**src/rtl/pcpi_issue_ctrl.sv**
```systemverilog
// PCPI initiator: takes one custom instruction per request, waits for the coprocessor, times out unclaimed work.
// Optional PCPI_ISSUE_LATENCY_EN adds lat_cycles (ISSUE cycles of the last completed instruction).
module pcpi_issue_ctrl #(
    parameter int TIMEOUT = 16,
    parameter int CNT_W   = 5
) (
    input  logic        clk,
    input  logic        rst,
    input  logic        req_valid,
    output logic        req_ready,
    input  logic [31:0] req_insn,
    input  logic [31:0] req_rs1,
    input  logic [31:0] req_rs2,
    output logic        pcpi_valid,
    output logic [31:0] pcpi_insn,
    output logic [31:0] pcpi_rs1,
    output logic [31:0] pcpi_rs2,
    input  logic        pcpi_wr,
    input  logic [31:0] pcpi_rd,
    input  logic        pcpi_wait,
    input  logic        pcpi_ready,
    output logic        rsp_valid,
    input  logic        rsp_ready,
    output logic [31:0] rsp_rd,
    output logic        rsp_wr,
`ifdef PCPI_ISSUE_LATENCY_EN
    output logic [15:0] lat_cycles,
`endif
    output logic        rsp_trap
);

    typedef enum logic [1:0] {
        IDLE  = 2'd0,
        ISSUE = 2'd1,
        RESP  = 2'd2
    } state_t;

    // The count value seen in the TIMEOUT-th idle ISSUE cycle.
    localparam logic [CNT_W-1:0] TO_LAST = CNT_W'(TIMEOUT - 1);

    state_t           r_state;
    state_t           w_state_next;
    logic [CNT_W-1:0] r_cnt;
    logic [31:0]      r_insn;
    logic [31:0]      r_rs1;
    logic [31:0]      r_rs2;
    logic [31:0]      r_rd;
    logic             r_wr;
    logic             r_trap;
    logic             w_timeout;

    assign w_timeout = !pcpi_ready && !pcpi_wait && (r_cnt == TO_LAST);

    always_comb begin
        w_state_next = r_state;
        case (r_state)
            IDLE:    if (req_valid) w_state_next = ISSUE;
            ISSUE:   if (pcpi_ready || w_timeout) w_state_next = RESP;
            RESP:    if (rsp_ready) w_state_next = IDLE;
            default: w_state_next = IDLE;
        endcase
    end

    always_ff @(posedge clk or posedge rst) begin
        if (rst) begin
            r_state <= IDLE;
        end else begin
            r_state <= w_state_next;
        end
    end

    always_ff @(posedge clk or posedge rst) begin
        if (rst) begin
            r_cnt  <= '0;
            r_insn <= '0;
            r_rs1  <= '0;
            r_rs2  <= '0;
            r_rd   <= '0;
            r_wr   <= 1'b0;
            r_trap <= 1'b0;
        end else begin
            case (r_state)
                IDLE: begin
                    if (req_valid) begin
                        r_insn <= req_insn;
                        r_rs1  <= req_rs1;
                        r_rs2  <= req_rs2;
                        r_cnt  <= '0;
                    end
                end
                ISSUE: begin
                    if (pcpi_ready) begin
                        r_rd   <= pcpi_rd;
                        r_wr   <= pcpi_wr;
                        r_trap <= 1'b0;
                    end else if (pcpi_wait) begin
                        r_cnt <= '0;
                    end else begin
                        r_cnt <= r_cnt + CNT_W'(1);
                        if (w_timeout) begin
                            r_rd   <= '0;
                            r_wr   <= 1'b0;
                            r_trap <= 1'b1;
                        end
                    end
                end
                default: ;
            endcase
        end
    end

`ifdef PCPI_ISSUE_LATENCY_EN
    logic [15:0] r_lat_run;
    logic [15:0] r_lat_cycles;
    logic [15:0] w_lat_inc;

    assign w_lat_inc = (r_lat_run == 16'hFFFF) ? r_lat_run : r_lat_run + 16'd1;

    always_ff @(posedge clk or posedge rst) begin
        if (rst) begin
            r_lat_run    <= '0;
            r_lat_cycles <= '0;
        end else if (r_state == IDLE && req_valid) begin
            r_lat_run <= '0;
        end else if (r_state == ISSUE) begin
            r_lat_run <= w_lat_inc;
            if (w_state_next == RESP) r_lat_cycles <= w_lat_inc;
        end
    end

    assign lat_cycles = r_lat_cycles;
`endif

    assign req_ready  = (r_state == IDLE);
    assign pcpi_valid = (r_state == ISSUE);
    assign rsp_valid  = (r_state == RESP);
    assign pcpi_insn  = r_insn;
    assign pcpi_rs1   = r_rs1;
    assign pcpi_rs2   = r_rs2;
    assign rsp_rd     = r_rd;
    assign rsp_wr     = r_wr;
    assign rsp_trap   = r_trap;

endmodule

```
**config.mk**
```make
export PLATFORM = sky130hd
export DESIGN_NAME = pcpi_issue_ctrl
export DESIGN_NICKNAME = d
export VERILOG_FILES = /design/src/rtl/pcpi_issue_ctrl.sv
export SDC_FILE = /design/constraint.sdc
export NUM_CORES = 1
export LEC_CHECK = 0
export ABC_AREA = 1
export CAP_MARGIN = 5
export CORE_MARGIN = 4
export CORE_UTILIZATION = 44
export DETAILED_ROUTE_END_ITERATION = 7
export PLACE_DENSITY = 0.86
export SYNTH_ARGS = -nofsm -noshare
export SYNTH_HDL_FRONTEND = slang
export SYNTH_SLANG_ARGS = --single-unit
```
**constraint.sdc**
```tcl
create_clock -name clk -period 11.35 [get_ports clk]
set_clock_uncertainty 0.15 [all_clocks]
set_input_delay 1.135 -clock clk [delete_from_list [all_inputs] [get_ports clk]]
set_output_delay 1.135 -clock clk [all_outputs]
set_load 0.005 [all_outputs]
```
==> key figures <==
Cells and area
  – Area of the multi-input gates: 1779 µm²
  – Area taken by flip-flops and latches: 3428 µm²
  – Fill cell count: 900
  – Cell area after layout: 8812 µm²
  – # diodes: 0
  – Area growth, synth to finish: 62.36%
  – Net count reported at finish: 1000
  – Share of layout cells above drive strength 1: 4.914%

Power and ir drop
  – Cell internal power dissipation: 1.653 mW
  – Switching part of the total: 31.58%
  – Worst VDD drop: 0.0001414 V
  – Clock power frac: 24.9%
  – Static leakage: 4.284 nW
  – Part of the total power dissipated in combinational logic: 40.0%
  – Share of total power in sequential cells: 35.1%
  – PD cells: 274.1 nW/µm²
  – Sw power: 0.7626 mW

Hold path
  – Hold Crit Class: reg -> reg

Logic synthesis
  – Synth cell types: 16
  – Most frequent cells after synthesis: 308 x sky130_fd_sc_hd__nand2_1, 137 x sky130_fd_sc_hd__dfrtp_1, 103 x sky130_fd_sc_hd__nand3_1, 16 x sky130_fd_sc_hd__clkbuf_1, 14 x sky130_fd_sc_hd__buf_2
  – FFs w/ async S/R, synth: 100.0%
  – Yosys warning total: 0
  – Syn nets: 748
  – Prevailing post-synth register cell: sky130_fd_sc_hd__dfrtp_1
  – Number of enable flip-flop cells after synthesis: 0
  – Area leader, netlist: sky130_fd_sc_hd__dfrtp_1
  – Netlist Area Pre-Place: 5428 µm²
  – Flip-flop and latch count after synthesis: 137
  – Cells taking the most area after synthesis: sky130_fd_sc_hd__dfrtp_1 63%, sky130_fd_sc_hd__nand2_1 21%, sky130_fd_sc_hd__nand3_1 9.5%, sky130_fd_sc_hd__buf_2 1.3%, sky130_fd_sc_hd__buf_4 1.1%
  – Seq/Total Area, Yosys: 63.16%
  – Most instantiated library cell after synthesis: sky130_fd_sc_hd__nand2_1
  – Count of mapped cells out of synthesis: 611
  – Post-Synthesis Mean Instance Area: 8.883 µm²
  – Post-synth top area share: 63.16%

Global route
  – Met3 Usage GRT: 8.262%
  – First-pass GRT wire length: 25680 µm
  – Largest net degree at the start of global routing: 104
  – Overall track demand over capacity in global routing: 22.67%
  – Vias in the first global route: 5043
  – Antenna violations before repair: 1
  – Met2 track demand over resource: 37.94%
  – Aggregate global routing overflow: 0
  – GR peak layer: met2
  – Met1 track demand over resource: 27.09%

Clock tree
  – Library cell used as clock root buffer: sky130_fd_sc_hd__clkbuf_16
  – TritonCTS clock tree: yes
  – Total clock buffers created by CTS: 17
  – Clock sink count: 137
  – Post-CTS setup buffer count: 0
  – CTS clock-pin slew for the worst setup and hold paths: 0.05 ns
  – Hold-fix buffers, CTS: 0
  – Total number of H-tree levels: 4
  – Worst skew pair latency: 0.39 ns
  – CTS resizes: 0
  – Maximum number of buffers from clock root to sink: 2

Floorplan
  – Effective utilization at floorplan: 45.00%
  – Area of the die: 14180 µm²
  – Number of standard-cell rows in the floorplan: 40
  – I/O pins: 268
  – Width of the die: 119.1 µm
  – Area of the placeable core: 12060 µm²
  – Die boundary height: 119.1 µm

Placement
  – Post-detail-place hpwl: 11110 µm
  – Placement-stage cell area: 8160 µm²
  – Final weighted congestion in routability-driven placement: 0.7994
  – Worst slack, placed: 8.146 ns
  – Input/output buffers: 267

Timing
  – Number of pins with negative max-slew slack in the final report: 0
  – Fmax: 0.3143 GHz
  – Tightest Pin Transition: 1.206 ns
  – Final setup violating endpoints: 0
  – Final worst-path cycle share: 28.03%
  – Total count of hold-check failures in the final report: 0
  – Hold slack final: 0.3154 ns
  – Worst Setup Slack, final: 8.169 ns
  – Max-slew headroom at the worst pin: 19.52%
  – Unrepaired setup endpoints after global routing: false
  – Sum of negative setup slack: 0 ns
  – Min Clock Period, post-route: 3.181 ns

Worst setup path
  – Kind of critical path: reg -> out
  – Slowest CP cell: sky130_fd_sc_hd__clkdlybuf4s50_1
  – Data required time at the worst endpoint: 10.07 ns
  – Arr. time, crit path: 1.90 ns
  – Crit-path max cell delay: 0.59 ns
  – List of cells traversed by the critical path: nor2_4 -> buf_4 -> clkdlybuf4s50_1
  – Peak fanout along the critical path: 32
  – Critical Path End Type: primary output
  – Category of the worst setup path launch point: register

Detailed routing
  – Number of violations reported at the end of detailed-routing iteration 0: 340
  – Routed Wire Length: 16250 µm
  – First-pass detailed-route iteration total: 4
  – Wirelength per Cell: 15.58 µm
  – Via density per instance: 4.876
  – DRC: 0
  – Via count: 5086
  – Post-route antenna net violation count: 0

Outcome
  – Run status: finished, final reports clean

Flow run
  – Maxcap violations: 0
-- cell type report --
cell class	count	share of cell area (%)
sequential	137	38.90
timing repair buffer	271	30.64
multi-input combinational	426	20.19
clock buffer	20	5.182
tap	168	2.385
clock inverter	11	2.215
inverter	10	0.4827
-- worst max-delay path: cells and delay by family, from the launching register on --
kind,cells,cell delay (ns)
buffers and inverters,2,0.93
DFF,1,0.44
and+or+nand+nor,1,0.12
-- per-layer routing --
| layer | vias up | share of wire [%] |
|---|---|---|
| li1 | 2427 | - |
| met1 | 2422 | 39 |
| met2 | 214 | 49 |
| met3 | 21 | 9.6 |
| met4 | 2 | 2.0 |
| met5 | - | 0.049 |
-- final timing paths --
path,startpoint,to,slack [ns],cells past startpoint
setup / recovery,r_state[0]$_DFFE_PP0P_,req_ready,8.17,3
hold / removal,pcpi_rs1[6]$_DFFE_PP0P_,pcpi_rs1[6]$_DFFE_PP0P_,0.32,2
setup reg to reg,r_state[0]$_DFFE_PP0P_,r_cnt[0]$_DFFE_PP0P_,9.12,5
hold reg to reg,pcpi_rs1[6]$_DFFE_PP0P_,pcpi_rs1[6]$_DFFE_PP0P_,0.32,2
max in group asynchronous,rst,pcpi_rs1[3]$_DFFE_PP0P_,8.64,3
min in group asynchronous,rst,pcpi_insn[1]$_DFFE_PP0P_,1.03,2
-- logic make-up after synthesis --
kind of cell / Yosys count / share of synthesized area, %
and+or+nand+nor: 419 / 31.67
DFF: 137 / 63.16
buffers and inverters: 48 / 4.196
AOI/OAI and AO/OA: 5 / 0.5072
adders and majority gates: 2 / 0.4610
-- metrics by stage --
step / std cells / utilization, % / total power [mW]
2_1_floorplan: 611 / - / 1.217
3_3_place_gp: 1012 / 67.66 / 1.794
3_5_place_dp: 1012 / 67.66 / 1.819
4_1_cts: 1043 / 73.06 / 2.437
5_1_grt: 1043 / 73.06 / 2.566
6_report: 1043 / 73.06 / 2.415
-- flip-flops by register name, indices dropped and copies added, names as in the netlist --
signal	cells
pcpi_insn	32
pcpi_rs1	32
pcpi_rs2	32
r_cnt	5
r_state	2
rsp_rd	32
rsp_trap	1
rsp_wr	1
-- power groups by stage --
| stage | registers, mW | clock network [mW] | logic [mW] |
|---|---|---|---|
| 2_1_floorplan | 0.860 | 0 | 0.357 |
| 3_3_place_gp | 0.840 | 0 | 0.954 |
| 3_5_place_dp | 0.847 | 0 | 0.972 |
| 4_1_cts | 0.846 | 0.610 | 0.981 |
| 5_1_grt | 0.879 | 0.629 | 1.06 |
| 6_report | 0.847 | 0.601 | 0.967 |
-- placed cells by master, fill, tap and decap left out, drive strengths merged --
cell,instances
nand2,309
clkdlybuf4s50,266
dfrtp,137
nand3,103
clkbuf,20
inv,10
bufinv,5
buf,5
nor2,5
o21ai,4
clkinvlp,3
clkinv,3
nand4,2
ha,2
o31ai,1
(Power assumes the default switching activity.)
